[src/rtl/uart_tx_arbiter.sv]
// uart_tx_arbiter: round-robin, frame-atomic sharing of one TX byte path between P_NUM_REQ sources,
// with an optional channel-ID header byte in front of each frame and a mid-frame stall abort.
module uart_tx_arbiter #(
  parameter int P_NUM_REQ = 4,
  parameter bit P_HDR_EN  = 1'b1,
  parameter int P_TIMEOUT = 255
) (
  input  logic                   i_clk,
  input  logic                   i_rst,
  input  logic [P_NUM_REQ-1:0]   i_req_valid,
  input  logic [8*P_NUM_REQ-1:0] i_req_data,
  input  logic [P_NUM_REQ-1:0]   i_req_last,
  output logic [P_NUM_REQ-1:0]   o_req_ready,
  output logic                   o_tx_valid,
  output logic [7:0]             o_tx_data,
  input  logic                   i_tx_ready,
  output logic [2:0]             o_grant_id,
  output logic                   o_busy,
  output logic                   o_timeout
);
  typedef enum logic [1:0] {IDLE, HDR, DATA} state_t;
  state_t state, state_nxt;
  logic [7:0] valid_x, last_x, cnt, g_data;
  logic [63:0] data_x;
  logic [2:0] ptr, pick;
  logic slot, any, accept, expire, done;

  function automatic logic [2:0] wrap(input logic [2:0] b, input int o);
    int s;
    s = int'(b) + o;
    return 3'(s >= P_NUM_REQ ? s - P_NUM_REQ : s);
  endfunction

  // Source vectors widened to the full 3-bit id space so the grant can index them directly.
  assign valid_x = 8'(i_req_valid);
  assign last_x = 8'(i_req_last);
  assign data_x = 64'(i_req_data);
  assign g_data = data_x[{o_grant_id, 3'b000} +: 8];
  assign slot = !o_tx_valid || i_tx_ready;
  assign any = |i_req_valid;
  assign accept = state == DATA && valid_x[o_grant_id] && slot;
  assign expire = state == DATA && !valid_x[o_grant_id] && cnt == 8'(P_TIMEOUT - 1);
  assign done = (accept && last_x[o_grant_id]) || expire;

  always_comb begin
    pick = ptr;
    for (int i = P_NUM_REQ - 1; i >= 0; i--)
      if (valid_x[wrap(ptr, i)]) pick = wrap(ptr, i);
  end

  always_ff @(posedge i_clk or posedge i_rst)
    if (i_rst) state <= IDLE;
    else state <= state_nxt;

  always_comb begin
    state_nxt = state;
    if (state == IDLE && any) state_nxt = DATA;
    if (state == IDLE && any && P_HDR_EN) state_nxt = HDR;
    if (state == HDR && slot) state_nxt = DATA;
    if (done) state_nxt = IDLE;
  end

  always_comb begin
    o_busy = state != IDLE;
    o_req_ready = (state == DATA && slot) ? {{(P_NUM_REQ-1){1'b0}}, 1'b1} << o_grant_id : '0;
  end

  always_ff @(posedge i_clk or posedge i_rst)
    if (i_rst) begin
      ptr <= '0;
      o_grant_id <= '0;
      o_tx_valid <= 1'b0;
      o_tx_data <= '0;
      cnt <= '0;
      o_timeout <= 1'b0;
    end else begin
      if (state == IDLE && any) o_grant_id <= pick;
      if (state == HDR && slot) begin
        o_tx_valid <= 1'b1;
        o_tx_data <= {4'hA, 1'b0, o_grant_id};
      end else if (accept) begin
        o_tx_valid <= 1'b1;
        o_tx_data <= g_data;
      end else if (slot) o_tx_valid <= 1'b0;
      // Only cycles with the granted source silent count toward the abort; backpressure holds.
      cnt <= (state != DATA || accept || expire) ? 8'd0 : valid_x[o_grant_id] ? cnt : cnt + 8'd1;
      if (done) ptr <= wrap(o_grant_id, 1);
      o_timeout <= expire;
    end
endmodule

[config.mk]
export PLATFORM = sky130hd
export DESIGN_NAME = uart_tx_arbiter
export DESIGN_NICKNAME = d
export VERILOG_FILES = /design/src/rtl/uart_tx_arbiter.sv
export SDC_FILE = /design/constraint.sdc
export NUM_CORES = 1
export LEC_CHECK = 0
export CORE_MARGIN = 2
export CORE_UTILIZATION = 47
export CTS_CLUSTER_SIZE = 20
export DETAILED_ROUTE_END_ITERATION = 10
export MAX_ROUTING_LAYER = met4
export PLACE_DENSITY = 0.78
export REMOVE_ABC_BUFFERS = 1
export SLEW_MARGIN = 25
export SYNTH_ARGS = -nofsm -noshare
export SYNTH_HDL_FRONTEND = slang
export SYNTH_SLANG_ARGS = --single-unit
[constraint.sdc]
create_clock -name i_clk -period 3.4 [get_ports i_clk]
set_input_delay 0.68 -clock i_clk [delete_from_list [all_inputs] [get_ports i_clk]]
set_output_delay 0.68 -clock i_clk [all_outputs]
set_load 0.02 [all_outputs]
Yosys cells after proc, flatten, opt, wreduce, memory -nomap -nowiden:

Index checks and enable logic that the tools add are counted.

* bits in registers: 26
* bits of input ports: 43
* output and inout bits: 18
* word-level logic and storage cells: 86

* add/subtract/negate cells: 10
* order comparisons: 10
* equality and inequality tests: 5
* shift operators: 2
* multiplexer cells: 32
* reduce and logical (&&, ||, !) cells: 20

Operator list (number)
* variable part select 64 x 7 -> 8 bit: 1
* two-way mux 8 bit: 4
* two-way mux 3 bit: 9
* < comparator 3 x 4 -> 1 bit, second input constant: 5
* binary-select mux 1 bit (select 3 bit): 6
* greater-or-equal comparator 4 x 3 -> 1 bit, second input constant: 4
* subtractor 3 bit, second input constant: 5
* two-way mux 1 bit: 9
* adder 3 x 1 -> 4 bit, second input constant: 2
* adder 3 x 2 -> 4 bit, second input constant: 2
* adder 8 x 1 -> 8 bit, second input constant: 1
* == test 8 bit, second input constant: 1
* logical AND 1 bit: 8
* two-way mux 2 bit: 3
* nonzero test 3 bit: 2
* logical OR 1 bit: 4
* two-way mux 4 bit: 1
* inequality test 2 bit, second input constant: 2
* nonzero test 2 bit: 2
* OR reduction 4 bit: 1
* left shift 1 x 3 -> 4 bit, first input constant: 1
* greater-or-equal comparator 3 bit, second input constant: 1
* == test 2 x 1 -> 1 bit, second input constant: 1
* == test 2 bit, second input constant: 1
* other kinds (2): 3

Logic depth before layout (Yosys ltp):

Gate-level depths: netlist of run 1.

* word-level depth: 9
* depth in mapped cells: 9
* depth with buffers taken out: 7

Worst setup path after synthesis of run 1:

No wires, ideal clock.

* path kind: flip-flop to flip-flop
* start point: reg ptr[1]
* end point: reg o_grant_id[2]
* setup time: 84 ps
* arrival time: 2260 ps
* data required time: 3316 ps
* slack: 1056 ps
* stages on the path, launching flop included: 10
* path buffers: 2
* period minus slack after synthesis: 2344 ps
* cells stage by stage: dfrtp_1 > clkbuf_1 > inv_1 > ha_1 > buf_2 > mux4_2 > and2_1 > a2111oi_0 > nand2_1 > o21ai_0

* cells in the longest elaborated chain, start to end: 9
* elaborated cells on any way between the ends: 27
* classes of those cells: add/sub (7); order compare (4); mux (16)

Ends and longest elaborated chain
* from (decl): line 25 `logic [2:0] ptr, pick;`
* from (signal assigned): line 87 `if (done) ptr <= wrap(o_grant_id, 1);`
* adder 3 x 2 -> 4 bit: line 30 `s = int'(b) + o;`
* greater-or-equal comparator 4 x 3 -> 1 bit / subtractor 3 bit (equally long branches): line 31 `return 3'(s >= P_NUM_REQ ? s - P_NUM_REQ : s);`
* two-way mux 3 bit: line 31
* binary-select mux 1 bit (select 3 bit): line 48 `if (valid_x[wrap(ptr, i)]) pick = wrap(ptr, i);`
* two-way mux 1 bit (not written as such): line 48
* two-way mux 3 bit (3 in a row): line 48
* two-way mux 3 bit (*): line 48
* to (signal assigned): line 77 `if (state == IDLE && any) o_grant_id <= pick;`
* to (decl): line 17 `output logic [2:0] o_grant_id,`

Mark *: on every way between the ends. The rest lies on a longest branch, timed or not. The select of a mux whose other input is x is not followed.
A chain may end at the register's enable or synchronous reset.

Worst setup path in the final report of run 1:

* start point: in i_tx_ready
* end point: out o_req_ready[1]

* cells in the longest elaborated chain, start to end: 3

Ends and longest elaborated chain
* from (decl): line 16 `input logic i_tx_ready,`
* logical OR 1 bit: line 39 `assign slot = !o_tx_valid || i_tx_ready;`
* logical AND 1 bit: line 65 `o_req_ready = (state == DATA && slot) ? {{(P_NUM_REQ-1){1'b0}}, 1'b1} << o_grant_id : '0;`
* two-way mux 4 bit: line 65
* to (decl): line 13 `output logic [P_NUM_REQ-1:0] o_req_ready,`

Every way passes these cells.

==> results.ini, run 1 <==
[run_status]
outcome = finished clean

[placement]
place_ws_ns = 0.3895
hpwl_um = 3683
routabilityCongestion = 0.8917
portBuffers = 60

[finish]
multi_input_area_sq_um = 1182
fillers = 311
diodes = 0
layout_commonest_cell = clkdlybuf4s50_1
drive_gt1_frac = 0.1098
layout_common_cells = 60 x clkdlybuf4s50_1, 26 x dfrtp_1, 23 x nand2_1
area_delta_synth_final_pct = 36.63
final-seq-area_sq_um = 650.6
final_nets = 308

[power]
ir_drop_mv = 0.4168
leakage_nw = 1.102
power_density_nw_per_um2 = 752.1

[die]
num_rows = 23
ios = 61
initial_utilization = 0.4842
die-area_sq_um = 4619
die_x_um = 67.97
coreArea_sq_um = 3971
dieHeight_um = 67.97

[synth]
synth_seq_cells = 26
synth-warning-count = 0
syn_area_sq_um = 1923
yosysTopAreaCellShare = 0.3383
synthCells = 197
synth_ff_type = dfrtp_1
synth_edf_count = 0
synth_top_area_cell = dfrtp_1
synth_cell_type_count = 48
avgSynthCellArea_sq_um = 9.762
yosysSeqAreaShare = 0.3383
synth_area_leaders = dfrtp_1 34%, mux4_2 9.4%, ha_1 5.9%
async_flop_share = 1.000

[worst_setup_path]
path_max_fanout = 7
cp.arrival_ns = 2.35
required_ns = 2.72
crit_type = in -> out
reg2reg_depth = 7
worst_setup_path_end_kind = output port
cp-start-kind = input pin

[drt]
dr.pass1.iters = 4
drt_iter0_drc = 66
drcViolationCount = 0
viasPerCell = 5.744
vias = 1752
postRouteAntennaNets = 0
wl_per_cell_um = 16.03
wl_um = 4888

[sta]
hold_viol = 0
slew_headroom = 0.6294
rsz0062_at_grt = false
worst_slew_pin_slew_ns = 0.5551
skew_ns = 0.004896
fin_ws_ns = 0.3693
drv_slew = 0
period_minus_slack_ns = 3.031
fin_crit_sh = 0.8914
max_freq_ghz = 0.3300
final.setup.tns_ns = 0
setup_violations = 0

[grt]
grt_remaining_overflow = 0
grt.total_usage = 0.2270
grt_max_degree = 27
antenna_found_initial = 0
grt_pass1_wl_um = 7652
grt_pass1_vias = 1684

[cts]
clock_sinks = 26
root_buffer = clkbuf_8
postCtsHoldBufs = 0
htree_levels = 1
clock_path_buffers = 2
cts_buffers = 3
cts_resized = 0
clk_pin_slew_worst_paths_ns = 0.09
clkLatencyLatePin_ns = 0.28
post_cts_buffers = 0
cts_tree = yes

[hold_path]
hold_class = reg -> reg
min_path_cells = 1

[job]
maxCapViolCount = 0

report_power, final:
part | internal, mW | total (mW) | switching, mW
clock | 0.158 | 0.262 | 0.104
combinational | 0.566 | 1.19 | 0.620
sequential | 0.410 | 0.528 | 0.118
state kept, by name, indices dropped and copies added, names as in the netlist:
name        flops
o_timeout       1
o_grant_id      3
cnt             8
ptr             3
o_tx_valid      1
state           2
o_tx_data       8
cells in the mapped netlist, drive strengths merged, types with 3 or more instances:
cell type / instances
nor2: 11
a211oi: 3
mux2i: 9
nand3: 5
inv: 9
mux4: 10
ha: 9
o21ai: 13
nor3: 3
mux2: 4
nand3b: 3
dfrtp: 26
nor2b: 3
nand4: 6
nand2: 27
and2: 7
a21oi: 12
clkbuf: 3
buf: 6
worst paths after layout:
| path | from | end | slack (ns) |
|---|---|---|---|
| worst max-delay path | i_tx_ready | o_req_ready[1] | 0.37 |
| worst min-delay path | o_tx_data[0]$_DFFE_PP0P_ | o_tx_data[0]$_DFFE_PP0P_ | 0.50 |
| worst max register to register | ptr[0]$_DFFE_PP0P_ | o_grant_id[2]$_DFFE_PP0P_ | 0.58 |
| worst min register to register | o_tx_data[0]$_DFFE_PP0P_ | o_tx_data[0]$_DFFE_PP0P_ | 0.50 |
| max in group asynchronous | i_rst | state[0]$_DFFE_PP0P_ | 2.26 |
| min in group asynchronous | i_rst | o_tx_data[4]$_DFFE_PP0P_ | 0.76 |
logic make-up after synthesis:
| group | share of synthesized area |
|---|---|
| AOI/OAI and AO/OA | 0.1288 |
| muxes | 0.1932 |
| xor gates and xnor gates | 0.01822 |
| DFF | 0.3383 |
| and+or+nand+nor | 0.2160 |
| buffers and inverters | 0.04684 |
| adders and majority gates | 0.05856 |
routing by layer:
layer  track usage  wire length (um)
met1        0.2943              2151
met2        0.3580              2417
met3       0.04441               217
met4       0.07500               101
met5             -                 0
stage by stage:
step | cells | area, sq um | total power, mW | hold WS (ns) | utilization
after floorplan | 188 | 1871 | 1.293 | 0.5050 | -
after global placement | 301 | 2556 | 1.696 | 0.4619 | 0.6437
after CTS | 305 | 2628 | 1.976 | 0.4954 | 0.6616
after detailed placement | 301 | 2556 | 1.705 | 0.4697 | 0.6437
after global routing | 305 | 2628 | 2.117 | 0.5505 | 0.6616
final | 305 | 2628 | 1.976 | 0.4964 | 0.6616
cell type report:
cell class / count / share of cell area
multi-input combinational: 152 / 0.4500
inverter: 10 / 0.01429
tap: 50 / 0.02381
clock buffer: 3 / 0.01571
timing repair buffer: 63 / 0.2371
sequential: 26 / 0.2476
clock inverter: 1 / 0.01143
critical path, cell delays in order:
cell             delay [ns]
clkdlybuf4s50_1        0.44
nand2b_1               0.26
and3_1                 0.23
and2_1                 0.14
clkdlybuf4s50_1        0.60
Note: power is estimated with default switching activity, not from simulation.
==> inputs of run 2 (changes only) <==
--- a/config.mk
+++ b/config.mk
@@ -5,6 +5,7 @@
 export SDC_FILE = /design/constraint.sdc
 export NUM_CORES = 1
 export LEC_CHECK = 0
+export ABC_AREA = 1
 export CORE_MARGIN = 2
 export CORE_UTILIZATION = 47
 export CTS_CLUSTER_SIZE = 20
@@ -12,7 +13,7 @@
 export MAX_ROUTING_LAYER = met4
 export PLACE_DENSITY = 0.78
 export REMOVE_ABC_BUFFERS = 1
-export SLEW_MARGIN = 25
+export SKIP_LAST_GASP = 1
 export SYNTH_ARGS = -nofsm -noshare
 export SYNTH_HDL_FRONTEND = slang
 export SYNTH_SLANG_ARGS = --single-unit
==> results.ini, run 2 <==
[finish]
reg_top3 = cnt x8, o_tx_data x8
final_nets = 388
drive_gt1_frac = 0.07761
layout_commonest_cell = nand2_1
diodes = 0
area_delta_synth_final_pct = 36.42
layout_common_cells = 77 x nand2_1, 60 x clkdlybuf4s50_1, 35 x nor2_1
fin_util = 0.6632
fillers = 365

[die]
initial_utilization = 0.4861
coreArea_sq_um = 3971
dieHeight_um = 68.09
ios = 61
die_x_um = 68.09
num_rows = 23
die-area_sq_um = 4636

[cts]
cts_tree = yes
cts_buffers = 3
root_buffer = clkbuf_8
htree_levels = 1
post_cts_buffers = 0
clock_path_buffers = 2
postCtsHoldBufs = 0
clock_sinks = 26
cts_resized = 0
clkLatencyLatePin_ns = 0.27
clk_pin_slew_worst_paths_ns = 0.09

[grt]
grt_pass1_vias = 1792
grt_pass1_wl_um = 8397
grt_max_degree = 27
antenna_found_initial = 0
grt_remaining_overflow = 0
grt.total_usage = 0.2444

[synth]
yosys-top-cells-count = 77 x nand2_1, 35 x nor2_1, 26 x dfrtp_1, 23 x inv_1
syn_area_sq_um = 1931
yosysSeqAreaShare = 0.3370
synth_edf_count = 0
synth_cell_type_count = 31
async_flop_share = 1.000
yosysTopAreaCellShare = 0.3370
avgSynthCellArea_sq_um = 6.995
synth_top_area_cell = dfrtp_1
synth-warning-count = 0
synth_area_leaders = dfrtp_1 34%, nand2_1 15%, nor2_1 6.8%
synthCells = 276
yosysMostFrequentCell = nand2_1
synth_ff_type = dfrtp_1
synth_seq_cells = 26

[worst_setup_path]
path_max_fanout = 5
worst_setup_path_end_kind = output port
cp.arrival_ns = 2.16
r2r-end = o_tx_data[7]$_DFFE_PP0P_
required_ns = 2.72
cp-start-kind = input pin
crit_type = in -> out
reg2reg_depth = 9
rrSetupSlack_ns = 1.58
rr_startpoint = o_grant_id[1]$_DFFE_PP0P_

[drt]
drt_iter0_drc = 151
viasPerCell = 5.192
wl_um = 5163
wl_per_cell_um = 13.41
drcViolationCount = 0
dr.pass1.iters = 4
vias = 1999
postRouteAntennaNets = 0

[sta]
worst_slew_pin_slew_ns = 0.9797
max_freq_ghz = 0.3519
hold_viol = 0
slew_headroom = 0.3461
skew_ns = 0.008946
period_minus_slack_ns = 2.842
final.setup.tns_ns = 0
setup_violations = 0
fin_crit_sh = 0.8359
rsz0062_at_grt = false
drv_slew = 0

[power]
leakage_nw = 1.318
power_density_nw_per_um2 = 242.7
total_power_uw = 639.3
ir_drop_mv = 0.1352

[job]
maxCapViolCount = 0

[hold_path]
min_path_cells = 2
hold_class = reg -> reg
hp-start = o_tx_data[0]$_DFFE_PP0P_
worstHoldEndpoint = o_tx_data[0]$_DFFE_PP0P_

[placement]
routabilityCongestion = 0.8403
hpwl_um = 3967
portBuffers = 60

[run_status]
outcome = finished clean

-- run 2: cell families (layout without fill, tap and decap cells) --
kind of cell,after synthesis,after routing,synth area share
compound gates,40,40,0.1238
xor+xnor,6,6,0.02722
simple gates,155,155,0.3623
flops,26,26,0.3370
fa+ha+maj,9,9,0.05833
mux,1,1,0.005185
buf+inv,39,98,0.08620
-- run 2: per-stage QoR --
stage	hold WS [ns]	cell area, sq um	instances	setup slack (ns)
finish	0.4839	2634	385	0.5581
global route	0.5141	2634	385	0.4620
CTS	0.4889	2634	385	0.5495
detailed placement	0.4650	2562	381	0.5620
global placement	0.4644	2562	381	0.6068
floorplan	0.5264	1884	269	1.172
-- run 2: per-layer routing --
layer / routed length [um] / track usage
met1: 2334 / 0.3118
met2: 2446 / 0.4138
met3: 315 / 0.02303
met4: 67 / 0.06750
met5: 0 / -
-- run 2: layout make-up --
type,instances,area [sq um],area share
Multi-Input combinational cell,211,1114,0.4228
Sequential cell,26,650.6,0.2470
Timing Repair Buffer,62,615.6,0.2337
Inverter,32,120.1,0.04561
Tap cell,50,62.56,0.02375
Clock buffer,3,41.29,0.01568
Clock inverter,1,30.03,0.01140
-- run 2: power breakdown --
group	switching (mW)	internal [mW]
Combinational	0.0235	0.0490
Sequential	0.0000000000000000133	0.309
Clock	0.100	0.158
-- run 2: how the worst max path moves through the flow --
| stage | from | end | slack, ns |
|---|---|---|---|
| 2_1_floorplan | o_grant_id[0]$_DFFE_PP0P_ | o_req_ready[3] | 1.17 |
| 3_3_place_gp | i_tx_ready | o_req_ready[1] | 0.61 |
| 3_5_place_dp | i_tx_ready | o_req_ready[0] | 0.56 |
| 4_1_cts | o_grant_id[1]$_DFFE_PP0P_ | o_req_ready[0] | 0.55 |
| 5_1_grt | o_grant_id[1]$_DFFE_PP0P_ | o_req_ready[1] | 0.46 |
| 6_report | i_tx_ready | o_req_ready[0] | 0.56 |
-- run 2: critical path, stage by stage --
cell             delay, ns
clkdlybuf4s50_1       0.47
nor2_2                0.05
nor2_1                0.11
inv_2                 0.10
nor2_1                0.12
clkdlybuf4s50_1       0.63
